--- src/rtl/router_pkg.sv ---
// Shared types and header helpers for the router packet source.
// The header byte packs the payload length above the destination port.
package router_pkg;

   typedef enum logic [1:0] {
      IDLE    = 2'd0,
      HEADER  = 2'd1,
      PAYLOAD = 2'd2,
      PARITY  = 2'd3
   } tx_state_t;

   localparam int MAX_LEN  = 63;
   localparam int LEN_MSB  = 7;
   localparam int LEN_LSB  = 2;
   localparam int ADDR_MSB = 1;
   localparam int ADDR_LSB = 0;
   localparam logic [1:0] ILLEGAL_ADDR = 2'd3;

   function automatic logic [7:0] make_header(input logic [5:0] len, input logic [1:0] addr);
      logic [7:0] hdr;
      hdr = 8'h00;
      hdr[LEN_MSB:LEN_LSB]   = len;
      hdr[ADDR_MSB:ADDR_LSB] = addr;
      return hdr;
   endfunction

   function automatic logic cmd_is_illegal(input logic [5:0] len, input logic [1:0] addr);
      return (len == 6'd0) || (addr == ILLEGAL_ADDR);
   endfunction

endpackage

--- src/rtl/router_tx_fifo.sv ---
// Synchronous show-ahead byte FIFO: rdata always presents the head entry.
// The RAM read is registered at the next read pointer, with a bypass for same-cycle writes.
module router_tx_fifo
   import router_pkg::*;
#(
   parameter int FIFO_DEPTH = 64,
   parameter int LVL_W      = $clog2(FIFO_DEPTH + 1)
) (
   input  logic             clock,
   input  logic             reset,
   input  logic             push,
   input  logic [7:0]       wdata,
   input  logic             pop,
   output logic [7:0]       rdata,
   output logic             full,
   output logic             empty,
   output logic [LVL_W-1:0] level
);

   localparam int PTR_W = $clog2(FIFO_DEPTH);

   logic [7:0]       mem [FIFO_DEPTH];
   logic [PTR_W-1:0] wr_ptr_reg;
   logic [PTR_W-1:0] rd_ptr_reg;
   logic [PTR_W-1:0] rd_ptr_next;
   logic [LVL_W-1:0] level_reg;
   logic [7:0]       rdata_reg;
   logic             push_ok;
   logic             pop_ok;

   function automatic logic [PTR_W-1:0] ptr_inc(input logic [PTR_W-1:0] p);
      return (p == PTR_W'(FIFO_DEPTH - 1)) ? '0 : p + 1'b1;
   endfunction

   assign full    = (level_reg == LVL_W'(FIFO_DEPTH));
   assign empty   = (level_reg == '0);
   // A full buffer refuses pushes even while popping, so pl_ready reopens a cycle later.
   assign push_ok = push & ~full;
   assign pop_ok  = pop & ~empty;
   assign rd_ptr_next = pop_ok ? ptr_inc(rd_ptr_reg) : rd_ptr_reg;

   always_ff @(posedge clock) begin
      if (push_ok) begin
         mem[wr_ptr_reg] <= wdata;
      end
   end

   always_ff @(posedge clock) begin
      if (reset) begin
         wr_ptr_reg <= '0;
         rd_ptr_reg <= '0;
         level_reg  <= '0;
         rdata_reg  <= 8'h00;
      end else begin
         if (push_ok) begin
            wr_ptr_reg <= ptr_inc(wr_ptr_reg);
         end
         rd_ptr_reg <= rd_ptr_next;
         level_reg  <= level_reg + LVL_W'(push_ok) - LVL_W'(pop_ok);
         // The entry being written lands where the head will be next, so forward it.
         if (push_ok && (wr_ptr_reg == rd_ptr_next)) begin
            rdata_reg <= wdata;
         end else begin
            rdata_reg <= mem[rd_ptr_next];
         end
      end
   end

   assign rdata = rdata_reg;
   assign level = level_reg;

endmodule

--- src/rtl/router_pkt_tx.sv ---
// Packet source for the router input port: header, buffered payload, even-XOR parity byte.
// Honors the router busy stall by holding data_out/pkt_valid and suspending pops.
module router_pkt_tx
   import router_pkg::*;
#(
   parameter int FIFO_DEPTH = 64,
   parameter int LVL_W      = $clog2(FIFO_DEPTH + 1)
) (
   input  logic       clock,
   input  logic       reset,
   input  logic [7:0] pl_data,
   input  logic       pl_valid,
   output logic       pl_ready,
   input  logic [1:0] cmd_addr,
   input  logic [5:0] cmd_len,
   input  logic       cmd_valid,
   output logic       cmd_ready,
   input  logic       inject_err,
   input  logic       busy,
   output logic [7:0] data_out,
   output logic       pkt_valid,
   output logic       pkt_done,
   output logic       cmd_err
);

   localparam int REM_W = $clog2(MAX_LEN + 1);

   tx_state_t        state_reg, state_next;
   logic [REM_W-1:0] rem_reg, rem_next;
   logic [7:0]       par_reg, par_next;
   logic [7:0]       data_out_reg, data_out_next;
   logic             pkt_valid_reg, pkt_valid_next;
   logic             pkt_done_reg, pkt_done_next;
   logic             cmd_err_reg, cmd_err_next;
   logic             inj_reg, inj_next;
   logic             fifo_pop;
   logic             fifo_push;
   logic             fifo_full;
   logic             fifo_empty;
   logic [7:0]       fifo_rdata;
   logic [LVL_W-1:0] fifo_level;
   logic             cmd_illegal;
   logic [7:0]       cmd_header;

   router_tx_fifo #(
      .FIFO_DEPTH (FIFO_DEPTH),
      .LVL_W      (LVL_W)
   ) u_fifo (
      .clock (clock),
      .reset (reset),
      .push  (fifo_push),
      .wdata (pl_data),
      .pop   (fifo_pop),
      .rdata (fifo_rdata),
      .full  (fifo_full),
      .empty (fifo_empty),
      .level (fifo_level)
   );

   assign pl_ready    = ~fifo_full;
   assign fifo_push   = pl_valid & pl_ready;
   assign cmd_illegal = cmd_is_illegal(cmd_len, cmd_addr);
   assign cmd_header  = make_header(cmd_len, cmd_addr);
   // Legal commands wait until the whole payload is already buffered, so no mid-packet underflow.
   assign cmd_ready   = ~reset & (state_reg == IDLE) &
                        (cmd_illegal | (fifo_level >= LVL_W'(cmd_len)));

   always_comb begin
      state_next     = state_reg;
      rem_next       = rem_reg;
      par_next       = par_reg;
      data_out_next  = data_out_reg;
      pkt_valid_next = pkt_valid_reg;
      pkt_done_next  = 1'b0;
      cmd_err_next   = 1'b0;
      inj_next       = inj_reg;
      fifo_pop       = 1'b0;
      case (state_reg)
         IDLE: begin
            if (cmd_valid && cmd_ready) begin
               if (cmd_illegal) begin
                  cmd_err_next = 1'b1;
               end else begin
                  data_out_next  = cmd_header;
                  pkt_valid_next = 1'b1;
                  par_next       = cmd_header;
                  rem_next       = cmd_len;
                  inj_next       = inject_err;
                  state_next     = HEADER;
               end
            end
         end
         HEADER, PAYLOAD: begin
            if (!busy) begin
               if ((state_reg == HEADER) || (rem_reg != '0)) begin
                  fifo_pop      = 1'b1;
                  data_out_next = fifo_rdata;
                  par_next      = par_reg ^ fifo_rdata;
                  rem_next      = rem_reg - 1'b1;
                  state_next    = PAYLOAD;
               end else begin
                  data_out_next  = par_reg ^ {7'b0, inj_reg};
                  pkt_valid_next = 1'b0;
                  state_next     = PARITY;
               end
            end
         end
         PARITY: begin
            if (!busy) begin
               data_out_next = 8'h00;
               pkt_done_next = 1'b1;
               state_next    = IDLE;
            end
         end
         default: state_next = IDLE;
      endcase
   end

   always_ff @(posedge clock) begin
      if (reset) begin
         state_reg     <= IDLE;
         rem_reg       <= '0;
         par_reg       <= 8'h00;
         data_out_reg  <= 8'h00;
         pkt_valid_reg <= 1'b0;
         pkt_done_reg  <= 1'b0;
         cmd_err_reg   <= 1'b0;
         inj_reg       <= 1'b0;
      end else begin
         state_reg     <= state_next;
         rem_reg       <= rem_next;
         par_reg       <= par_next;
         data_out_reg  <= data_out_next;
         pkt_valid_reg <= pkt_valid_next;
         pkt_done_reg  <= pkt_done_next;
         cmd_err_reg   <= cmd_err_next;
         inj_reg       <= inj_next;
      end
   end

   assign data_out  = data_out_reg;
   assign pkt_valid = pkt_valid_reg;
   assign pkt_done  = pkt_done_reg;
   assign cmd_err   = cmd_err_reg;

endmodule

--- config.mk ---
export PLATFORM = sky130hd
export DESIGN_NAME = router_pkt_tx
export DESIGN_NICKNAME = d
export VERILOG_FILES = /design/src/rtl/router_pkg.sv /design/src/rtl/router_tx_fifo.sv /design/src/rtl/router_pkt_tx.sv
export SDC_FILE = /design/constraint.sdc
export NUM_CORES = 1
export LEC_CHECK = 0
export ABC_AREA = 1
export BUFFER_PORTS_ARGS = -buffer_cell sky130_fd_sc_hd__buf_2
export CELL_PAD_IN_SITES_DETAIL_PLACEMENT = 0
export CELL_PAD_IN_SITES_GLOBAL_PLACEMENT = 1
export CORE_UTILIZATION = 47
export CTS_BUF_LIST = sky130_fd_sc_hd__clkbuf_4 sky130_fd_sc_hd__clkbuf_8
export CTS_CLUSTER_DIAMETER = 50
export DETAILED_ROUTE_END_ITERATION = 16
export HOLD_SLACK_MARGIN = 0.05
export PLACE_DENSITY_LB_ADDON = 0.25
export SETUP_SLACK_MARGIN = 0.1
export SYNTH_ARGS = -nofsm -noshare
export SYNTH_HDL_FRONTEND = slang
export SYNTH_SLANG_ARGS = --single-unit
--- constraint.sdc ---
create_clock -name clock -period 4.8 [get_ports clock]
set_input_delay 0.96 -clock clock [delete_from_list [all_inputs] [get_ports clock]]
set_output_delay 0.96 -clock clock [all_outputs]
set_load 0.05 [all_outputs]
==> results.toml <==
[routing]
wl_per_cell_um = 19.7
viasPerCell = 5.24
drtIter0Drc = 1628
drc_errors = 0
drt_wl_total_mm = 69.3
ant_nets = 0
vias = 18400
dr.pass1.iters = 6

[yosys]
synth_edf_count = 512
synth.most_common_cell = "nand2_1"
ys_ff_latch = 567
syn-cell-area_um2 = 25700
ys_async_sr_fraction = 0
ys_types = 42
synthCells = 2668
syn_nets = 2713
synth-warning-count = 0
synth_area_leaders = "edfxtp_1, nand3_1, nand2_1"
synth.largest_area_cell = "edfxtp_1"
yosysTopAreaCellShare = 0.597
synthFlopType = "edfxtp_1"
avgSynthCellArea_um2 = 9.65
yosysSeqAreaShare = 0.640
ys_top_cells_by_count = "nand2_1, nand3_1, edfxtp_1"

[cts]
clockBufferDepth = 3
ctsResizeCount = 0
cts_hold_buf = 0
path_clk_slew_ns = 0.06
cts_num_sinks = 567
clk_latency_ns = 0.71
cts_buffers = 97
cts_tree = "built"
root_buffer = "clkbuf_8"
h-tree-depth = 3
post_cts_buffers = 0

[pwr]
power_density_nw_per_um2 = 474
total_power_w = 0.0136
ir_drop_mv = 0.271
total_leakage_power_nw = 12.3

[final_layout]
nNetsFinal = 2790
syn_to_final_growth_pct = 11.7
final_area_um2 = 28800
multi_input_area_um2 = 6800
layoutNonFillerInstCount = 3519
regMostFlops = "u_fifo.mem"
area.sequential_um2 = 16500
largest_reg_flops = 512
layout-drive-gt1-share = 0.0993
fillCellCount = 4934

[placement]
place.gp.congestion = 0.856
port_buffers = 34
dp_cells = 3342
place_hpwl_mm = 42.1
placed_area_um2 = 26900

[global_route]
grt_max_degree = 116
grt_pass1_vias = 18100
grt_usage = 0.252
grt_overflow = 0
grt_pass1_wl_mm = 107
antenna_found_initial = 1

[sta]
rsz0062_at_grt = "no"
setup_viol = 0
min_period_ns = 4.13
max_freq_mhz = 242
hold_viol = 0
tns_ns = 0
tightest_slew_ns = 1.15
fin_worst_skew_ns = 0.0260
fin_crit_sh = 0.861
final-max-slew-violation-count = 0
max_slew_margin = 0.234

[floorplan]
die_h_um = 236
die_x_um = 236
die_area_um2 = 55700
start_util = 0.477
ios = 35
rows = 85
core_um2 = 53900

[critical_path]
cp-start-kind = "flip-flop"
critPathArrivalTime_ns = 4.73
cp_data_required_time_ns = 5.40
cp_max_fo = 70
crit_type = "flip-flop to flip-flop"
worstSetupEndpointType = "flip-flop"

[hold_path]
hp-class = "flip-flop to flip-flop"

[status]
status = "completed"

[flow_run]
maxCapViolCount = 0
## per-stage QoR
stage / hold slack, ns / util / setup WS [ns]
floorplan: 0.436 / - / 1.33
global placement: 0.452 / 0.498 / 0.740
detailed placement: 0.454 / 0.498 / 0.690
CTS: 0.465 / 0.533 / 0.676
global route: 0.493 / 0.533 / 0.309
finish: 0.465 / 0.534 / 0.669
## critical path: stages (launching register included)
cell and delay (ns):
dfxtp_1 0.37, inv_1 0.06, ha_1 0.73, inv_2 0.28, nor2_4 0.21, nand3_4 0.18
inv_2 0.14, nand2_4 0.11, nand2_8 0.42, buf_12 0.36, nand2_1 0.08, nand3_1 0.08
nand3_1 0.14, nand3_1 0.18, nand3_1 0.18, nand3_1 0.25, nand3_1 0.11, nand2_1 0.07
inv_1 0.03
## area by class of cell
cell class                 count  share of cell area
clock buffer                 130              0.0559
timing repair buffer         103              0.0270
tap                          696              0.0303
antenna                        2            0.000174
sequential                   567               0.573
inverter                     517              0.0675
clock inverter                45              0.0100
multi-input combinational   1459               0.237
## layout by cell type, fill, tap and decap left out, types with 2 or more instances in the layout
cell       Yosys  routed
a21oi_1       35      35
a31oi_1       10      10
buf_12         0       7
buf_2         80      34
buf_4          2      62
bufinv_16      0       3
clkbuf_4       0      29
clkbuf_8       0     101
clkinv_1       2      27
clkinv_2       0      12
dfxtp_1       55      55
diode_2        0       2
edfxtp_1     512     512
ha_1          22      22
inv_1        509     509
inv_2          6       6
inv_6          0       3
nand2_1      636     635
nand2_2        3       3
nand2_8        0       2
nand3_1      532     532
nand3_4        2       2
nand4_1       20      20
nor2_1        97      97
nor2_2         6       5
nor2_4         2       3
nor3_1         6       6
o21a_1         2       2
o21ai_0       51      51
o21bai_1       2       2
o22ai_1       10      10
xnor2_1        2       2
xor2_1         4       4
## where the power goes
part	internal (W)	leakage (nW)	switching (W)
Combinational	0.00104	6.20	0.00255
Sequential	0.00557	5.06	0.000134
Clock	0.00234	1.01	0.00199
Total	0.00894	12.3	0.00468
## logic make-up (layout without fill, tap and decap cells)
logic type | Yosys count | in the layout | share of synthesized area
AO/OA/AOI/OAI | 117 | 117 | 0.0247
AND/OR/NAND/NOR | 1312 | 1312 | 0.223
other | 0 | 2 | 0
XOR/XNOR | 7 | 7 | 0.00267
adder cells (fa/ha/maj) | 23 | 23 | 0.0115
buffers and inverters | 642 | 795 | 0.0978
flip-flops | 567 | 567 | 0.640
## final timing paths
kind	from	end	slack (ns)	depth (start not counted)
hold reg to reg	inj_reg	inj_reg	0.46	2
setup reg to reg	state_reg[0]	u_fifo.rdata[1]	0.67	18
hold / removal	inj_reg	inj_reg	0.46	2
setup / recovery	state_reg[0]	u_fifo.rdata[1]	0.67	18
## routing by layer
layer	vias up	track usage	share of wire
met5	-	0	0.0016
met4	2	0.0901	0.028
met3	138	0.0396	0.057
met2	606	0.413	0.47
met1	8787	0.342	0.44
li1	8890	-	-
(Power assumes the default switching activity.)
